==> config.mk <==
export PLATFORM = sky130hd
export DESIGN_NAME = matrix_mul_nxn_seq
export DESIGN_NICKNAME = d
export VERILOG_FILES = /design/src/rtl/matrix_mul_nxn_seq.sv
export SDC_FILE = /design/constraint.sdc
export NUM_CORES = 1
export LEC_CHECK = 0
export CAP_MARGIN = 30
export CORE_ASPECT_RATIO = 1.75
export CORE_UTILIZATION = 45
export CTS_BUF_LIST = sky130_fd_sc_hd__clkbuf_2 sky130_fd_sc_hd__clkbuf_4 sky130_fd_sc_hd__clkbuf_8
export DETAILED_ROUTE_END_ITERATION = 10
export PLACE_DENSITY_LB_ADDON = 0.05
export SLEW_MARGIN = 30
export SYNTH_ARGS = -nofsm -noshare
export SYNTH_HDL_FRONTEND = slang
export SYNTH_SLANG_ARGS = --single-unit
==> constraint.sdc <==
create_clock -name clk -period 20 [get_ports clk]
set_clock_uncertainty 0.2 [all_clocks]
set_input_delay 4 -clock clk [delete_from_list [all_inputs] [get_ports clk]]
set_output_delay 4 -clock clk [all_outputs]
set_load 0.05 [all_outputs]
==> src/rtl/matrix_mul_nxn_seq.sv <==
// Sequential NxN matrix multiplier: one MAC per cycle through a single shared multiplier.
// Latency: done and c_flat update N^3 cycles after the start edge; one job per N^3+1 cycles.
// Backpressure: start is honoured only when idle; it is dropped while busy, never queued.
module matrix_mul_nxn_seq #(
    parameter int N     = 2,
    parameter int DW    = 8,
    parameter int ACC_W = 2*DW + $clog2(N)
) (
    input  logic                 clk,
    input  logic                 rst_n,
    input  logic                 start,
    input  logic                 signed_mode,
    input  logic [N*N*DW-1:0]    a_flat,
    input  logic [N*N*DW-1:0]    b_flat,
    output logic [N*N*ACC_W-1:0] c_flat,
    output logic                 busy,
    output logic                 done
);
    localparam int IW = (N > 1) ? $clog2(N) : 1;
    localparam int MW = N*N*DW;
    localparam int CW = N*N*ACC_W;
    localparam logic [IW-1:0] LAST = IW'(N-1);

    typedef enum logic {IDLE, RUN} state_t;

    state_t          state_q, state_d;
    logic [MW-1:0]   a_q, a_d, b_q, b_d;
    logic            sm_q, sm_d;
    logic [ACC_W-1:0] acc_q, acc_d;
    logic [IW-1:0]   i_q, i_d, j_q, j_d, k_q, k_d;
    logic [CW-1:0]   res_q, res_d, c_q, c_d;
    logic            busy_q, busy_d, done_q, done_d;

    logic [DW-1:0]           a_el, b_el;
    logic signed [DW:0]      a_x, b_x;
    logic signed [2*DW+1:0]  prod_full;
    logic [2*DW-1:0]         prod;
    logic signed [2*DW-1:0]  prod_s;
    logic [ACC_W-1:0]        prod_ext, sum;

    // Datapath: select A[i][k], B[k][j]; extend by one bit so a single signed multiply serves both modes
    always_comb begin
        a_el      = a_q[(int'(i_q)*N + int'(k_q))*DW +: DW];
        b_el      = b_q[(int'(k_q)*N + int'(j_q))*DW +: DW];
        a_x       = {sm_q & a_el[DW-1], a_el};
        b_x       = {sm_q & b_el[DW-1], b_el};
        prod_full = (2*DW+2)'(a_x) * (2*DW+2)'(b_x);
        prod      = prod_full[2*DW-1:0];
        prod_s    = prod_full[2*DW-1:0];
        if (sm_q) begin
            prod_ext = ACC_W'(prod_s);
        end else begin
            prod_ext = ACC_W'(prod);
        end
        sum = acc_q + prod_ext;
    end

    // Control: snapshot operands on start, walk k/j/i, publish the whole buffer on the last product
    always_comb begin
        state_d = state_q;
        a_d     = a_q;
        b_d     = b_q;
        sm_d    = sm_q;
        acc_d   = acc_q;
        i_d     = i_q;
        j_d     = j_q;
        k_d     = k_q;
        res_d   = res_q;
        c_d     = c_q;
        busy_d  = busy_q;
        done_d  = 1'b0;
        case (state_q)
            IDLE: begin
                if (start) begin
                    a_d     = a_flat;
                    b_d     = b_flat;
                    sm_d    = signed_mode;
                    acc_d   = '0;
                    i_d     = '0;
                    j_d     = '0;
                    k_d     = '0;
                    busy_d  = 1'b1;
                    state_d = RUN;
                end
            end
            RUN: begin
                if (k_q == LAST) begin
                    res_d[(int'(i_q)*N + int'(j_q))*ACC_W +: ACC_W] = sum;
                    acc_d = '0;
                    k_d   = '0;
                    if (j_q == LAST) begin
                        j_d = '0;
                        if (i_q == LAST) begin
                            i_d     = '0;
                            c_d     = res_d;
                            done_d  = 1'b1;
                            busy_d  = 1'b0;
                            state_d = IDLE;
                        end else begin
                            i_d = i_q + IW'(1);
                        end
                    end else begin
                        j_d = j_q + IW'(1);
                    end
                end else begin
                    acc_d = sum;
                    k_d   = k_q + IW'(1);
                end
            end
            default: state_d = IDLE;
        endcase
    end

    // State register; reset aborts any job and clears the published result
    always_ff @(posedge clk or negedge rst_n) begin
        if (!rst_n) begin
            state_q <= IDLE;
            a_q     <= '0;
            b_q     <= '0;
            sm_q    <= 1'b0;
            acc_q   <= '0;
            i_q     <= '0;
            j_q     <= '0;
            k_q     <= '0;
            res_q   <= '0;
            c_q     <= '0;
            busy_q  <= 1'b0;
            done_q  <= 1'b0;
        end else begin
            state_q <= state_d;
            a_q     <= a_d;
            b_q     <= b_d;
            sm_q    <= sm_d;
            acc_q   <= acc_d;
            i_q     <= i_d;
            j_q     <= j_d;
            k_q     <= k_d;
            res_q   <= res_d;
            c_q     <= c_d;
            busy_q  <= busy_d;
            done_q  <= done_d;
        end
    end

    assign c_flat = c_q;
    assign busy   = busy_q;
    assign done   = done_q;
endmodule

# == After elaboration in Yosys (flattened, before gate mapping) ==
# Cells that the tools add are included.
# word_totals
reg_bits,224
input_bits,68
wordCells,68
# op_classes
addsub,8
n_mul,2
eq_ne,4
shift,4
mux,29
bitwise,3
reduce_logical,6
# ops
cell,n
$bwmux 68,1
$shift 17x33->68 const A,1
$shiftx 17x33->68,1
$shiftx 32x7->8,2
$mux 17,3
$pmux 17 s2,1
$neg 8->33,1
$mux 1,19
$add 17x17->17,1
$mul 9x9->16,1
$pmux 1 s2,5
$add 2x1->3,3
$mul 3x5->8 const B,1
$reduce_and 4->1,2
$ne 2x1->1 const B,3
$reduce_and 2->1,3
$add 1x1->1 const B,3
$reduce_and 3->1,1
$and 1x1->1,2
$ne 2x2->1 const B,1
$not 1->1,1

# == Logic depth before layout (Yosys ltp) ==
# logic_depth
ltp_word,8
ltp_mapped,29
mapped_depth_nobuf,27

# == Worst setup path after synthesis ==
# OpenSTA, ideal clock, no wires.
# synth_timing
path_kind,register to register
startpoint,reg k_q
endpoint,"reg c_q[33], in the netlist c_flat[33]"
setup_ps,129
t_arrival_ps,7409
required_ps,19671
slack_ps,12261
path_stages_with_launch,27
path_buffers,2
cell_sequence,dfrtp_1 > buf_1 > clkbuf_1 > mux4_2 > and2_1 > fa_1 > inv_1 > fa_1 > inv_1 > fa_1 > fa_1 > inv_1 > fa_1 > inv_1 > ha_1 > nand3_1 > a21oi_1 > or4b_2 > a2111oi_0 > or4_1 > ha_1 > o21a_1 > a21oi_1 > a31oi_1 > xor2_2 > xnor2_2 > o21ai_1
# synth_between
elab_chain_cells,8
# synth_rtl
element,line,rtl
"start, declared",30,"logic [IW-1:0] i_q, i_d, j_q, j_d, k_q, k_d;"
"start signal, assigned",137,k_q <= k_d;
"$add 2x1->3, on equally long branches","43, 44",
"$shiftx 32x7->8, on equally long branches","43, 44",
"$and 1x1->1, on equally long branches","45, 46",
$mul 9x9->16,47,prod_full = (2*DW+2)'(a_x) * (2*DW+2)'(b_x);
$mux 17,50,if (sm_q) begin
$add 17x17->17,55,sum = acc_q + prod_ext;
$shiftx 17x33->68,88,res_d[(int'(i_q)*N + int'(j_q))*ACC_W +: ACC_W] = sum;
$bwmux 68,88,
"end signal, assigned",126,c_q <= '0;
"end signal, assigned",139,c_q <= c_d;
"end, declared",31,"logic [CW-1:0] res_q, res_d, c_q, c_d;"
# Several ways; a longest one is shown, not always the timed one.
# A chain may end at the register's enable or synchronous reset.

# == Worst setup path in the final report ==
# layout_timing
startpoint,reg k_q
endpoint,reg res_q[16]
# layout_between
elab_chain_cells,8
# layout_rtl
element,line,rtl
"$add 2x1->3, on equally long branches","43, 44",
"$shiftx 32x7->8, on equally long branches","43, 44",
"$and 1x1->1, on equally long branches","45, 46",
$mul 9x9->16,47,
$mux 17,50,
$add 17x17->17,55,
$shiftx 17x33->68,88,
$bwmux 68,88,
"end signal, assigned",138,res_q <= res_d;
"end, declared",31,
# Several ways; a longest one is shown, not always the timed one.

==> run summary <==
Outcome: finished clean
Worst stage delay on the critical path: 0.68 ns
Slew @ Worst Pin: 0.930 ns
Post-Syn Area: 12,600 sq um
WP data arrival: 8.51 ns
Final setup fails: 0
Post-synthesis async set-or-reset flop share: 100%
IO buf count: 137
Seq/Total Area, Yosys: 44.6%
Unrepaired setup endpoints after global routing: no
Final setup TNS: 0 ns
Hold/Removal Path Class: reg2reg
CTS tree: built
Clock Path Buffers: 3
Synth Instances: 1,139
Row Count: 80
#FFs+latches synth: 224
CP required: 20.21 ns
Final wirelength: 33,800 um
Fmax: 0.120 GHz
Yosys cell types: 56
Initial antenna violation count: 0
Post-CTS Resized: 0
RR Endpoint: res_q[16]$_DFFE_PN0P_
Crit-path max FO: 16
Wirelength per Cell: 20.2 um
Setup bufs post-CTS: 0
Core Box Area: 27,300 sq um
Die ar.: 28,600 sq um
Layout Cell Area excl Fill: 15,200 sq um
CTS clk-pin slew, worst paths: 0.07 ns
CP Capture Type: flop
Hold buffers post-CTS: 0
H-Tree Depth: 2
GR Overflow Total: 0
Main flop type after synthesis: dfrtp_1
Beginning of the worst register-to-register path: k_q$_DFFE_PN0P_
CTS sink cnt: 224
Max Slew Vio Count: 0
Syn Nets: 1,325
Post-DR vias/cell: 5.46
Layout cells sized above 1: 12.4%
Clock latency on the worst-skew pair: 0.55 ns
Count of max-cap constraint violations: 0
Final Wtd Congestion: 0.830
Final period util: 41.5%
Die W: 128 um
Global-route wire length before repair: 53,800 um
Starting DRT DRC Count: 460
Fin. Hold Viols: 0
Crit path time final: 8.30 ns
Type of origin of the critical path: flop
Starting Density: 46.0%
Gr usage total: 24.9%
Critical path's slowest cell: dfrtp_1
Ys Warns: 0
Hpwl dp: 24,800 um
Flop2flop setup slack: 11.70 ns
Crit path to: res_q[16]$_DFFE_PN0P_
Crit Path Category: reg2reg
Nets@finish: 1,469
Antenna Cells: 0
Slew Limit Headroom: 37.9%
Number of flops mapped to enable cells by yosys: 0
Largest net degree at the start of global routing: 107
Pre-antenna DRT Iters: 5
Syn avg cell area: 11.0 sq um
DRC violations left: 0
Vias: 9,160
Clk Tree Root Cell: clkbuf_8
# IOs: 138
Die Y-Extent: 223 um
Reg2reg path depth: 25
Area grow syn2layout: 20.8%
TritonCTS buffer count: 36
Placed Area: 14,400 sq um
Antenna viol nets, final: 0
Final core utilization: 55.5%
Critical Path Start: k_q$_DFFE_PN0P_
Vias in the first global route: 9,770
CP most frequent cell: fa_1
==> worst min-delay path by stage <==
stage / depth (start not counted) / slack [ns] / end / from
3_3_place_gp: 2 / 0.26 / res_q[33]$_DFFE_PN0P_ / res_q[33]$_DFFE_PN0P_
4_1_cts: 1 / 0.28 / a_q[21]$_DFFE_PN0P_ / a_q[21]$_DFFE_PN0P_
2_1_floorplan: 2 / 0.25 / res_q[33]$_DFFE_PN0P_ / res_q[33]$_DFFE_PN0P_
6_report: 1 / 0.28 / b_q[27]$_DFFE_PN0P_ / b_q[27]$_DFFE_PN0P_
5_1_grt: 2 / 0.30 / res_q[33]$_DFFE_PN0P_ / res_q[33]$_DFFE_PN0P_
3_5_place_dp: 1 / 0.27 / a_q[21]$_DFFE_PN0P_ / a_q[21]$_DFFE_PN0P_
==> through the flow <==
stage / setup slack (ns) / cells / hold slack [ns]
floorplan: 12.26 / 1139 / 0.247
global placement: 11.72 / 1613 / 0.261
detailed placement: 11.56 / 1613 / 0.269
CTS: 11.46 / 1677 / 0.283
global route: 11.25 / 1678 / 0.298
finish: 11.70 / 1678 / 0.281
==> layer usage <==
layer | share of wire (%) | up-vias | track usage (%)
li1 | - | 4224 | -
met1 | 36 | 4656 | 27.3
met2 | 56 | 210 | 46.5
met3 | 3.8 | 70 | 3.69
met4 | 4.0 | 0 | 10.8
met5 | 0 | - | 0
==> layout make-up <==
class / count / area (sq um)
fillers: 2411 / 12200
clock buffers: 57 / 722
well taps: 369 / 462
clock inverters: 7 / 43.8
multi-input cells: 773 / 6480
flip-flops and latches: 224 / 5610
inverters: 94 / 353
repair buffers: 154 / 1510
==> cells by family (layout without fill, tap and decap cells) <==
family          Yosys count  in the layout  synth area share, %
buf+inv                 142            312                 4.36
simple gates            313            313                 11.2
xor+xnor                 28             28                 2.07
compound gates          230            230                 13.2
fa+ha+maj               118            118                 15.6
mux                      84             84                 8.98
flops                   224            224                 44.6
==> worst max-delay path: cells and delay by family (launching register included) <==
family / cells / cell delay [ns]
flip-flops: 1 / 0.68
adder cells (fa/ha/maj): 7 / 3.07
multiplexers: 1 / 0.47
buffers and inverters: 4 / 0.51
XOR/XNOR: 2 / 0.60
AO/OA/AOI/OAI: 6 / 1.26
AND/OR/NAND/NOR: 5 / 1.35
==> placed cells by master (no fill, tap or decap), types with 3 or more instances in the layout <==
master and n:
o21ai_1 49, nor2b_1 6, nand2_1 111, xnor2_1 20, clkbuf_4 10, nor2_2 3
clkbuf_8 47, and2_1 42, mux2_2 38, buf_4 16, o31ai_1 3, o21ai_0 8
fa_1 64, ha_1 54, o21a_1 8, nor3_1 9, a221oi_1 38, and3_1 11
a21o_1 10, a21oi_1 28, a22oi_1 4, inv_2 3, nand2b_1 6, xnor2_2 4
inv_1 89, o21bai_1 4, dfrtp_1 223, clkinv_2 5, mux2_1 28, a22o_1 60
mux4_2 16, a31oi_1 4, nand3_1 4, clkdlybuf4s50_1 136, nor2_1 106
==> state kept, by name (all words and copies together) (netlist names) <==
| register | count |
|---|---|
| a_q | 32 |
| i_q | 1 |
| acc_q | 17 |
| b_q | 32 |
| res_q | 68 |
| busy | 1 |
| j_q | 1 |
| c_flat | 68 |
| sm_q | 1 |
| done | 1 |
| state_q | 1 |
| k_q | 1 |
==> cells in the mapped netlist, drive strengths merged (2+ instances only) <==
library cell | n | share of area (%)
a2111oi | 2 | 0.19
fa | 64 | 10
o21a | 8 | 0.48
o31ai | 3 | 0.18
inv | 92 | 2.7
or4 | 2 | 0.12
mux4 | 16 | 2.9
and2 | 43 | 2.2
a221oi | 38 | 2.6
clkbuf | 42 | 1.3
clkinv | 2 | 0.060
a21oi | 28 | 1.1
o21ai | 57 | 2.3
a22o | 60 | 4.2
nand2 | 111 | 3.3
a21o | 10 | 0.60
dfrtp | 224 | 45
xor2 | 4 | 0.34
xnor2 | 24 | 1.7
and3 | 11 | 0.55
a221o | 2 | 0.16
nor4 | 4 | 0.20
nor2 | 109 | 3.3
ha | 54 | 5.4
a22oi | 4 | 0.24
o22ai | 2 | 0.10
o21bai | 4 | 0.24
nor3 | 10 | 0.40
nand2b | 6 | 0.30
nand3 | 5 | 0.20
nor2b | 8 | 0.40
mux2 | 67 | 6.0
buf | 6 | 0.30
a31oi | 4 | 0.20
Power is not shown: default switching activity piles up to over one toggle a cycle in this logic, so the estimate is an artifact.
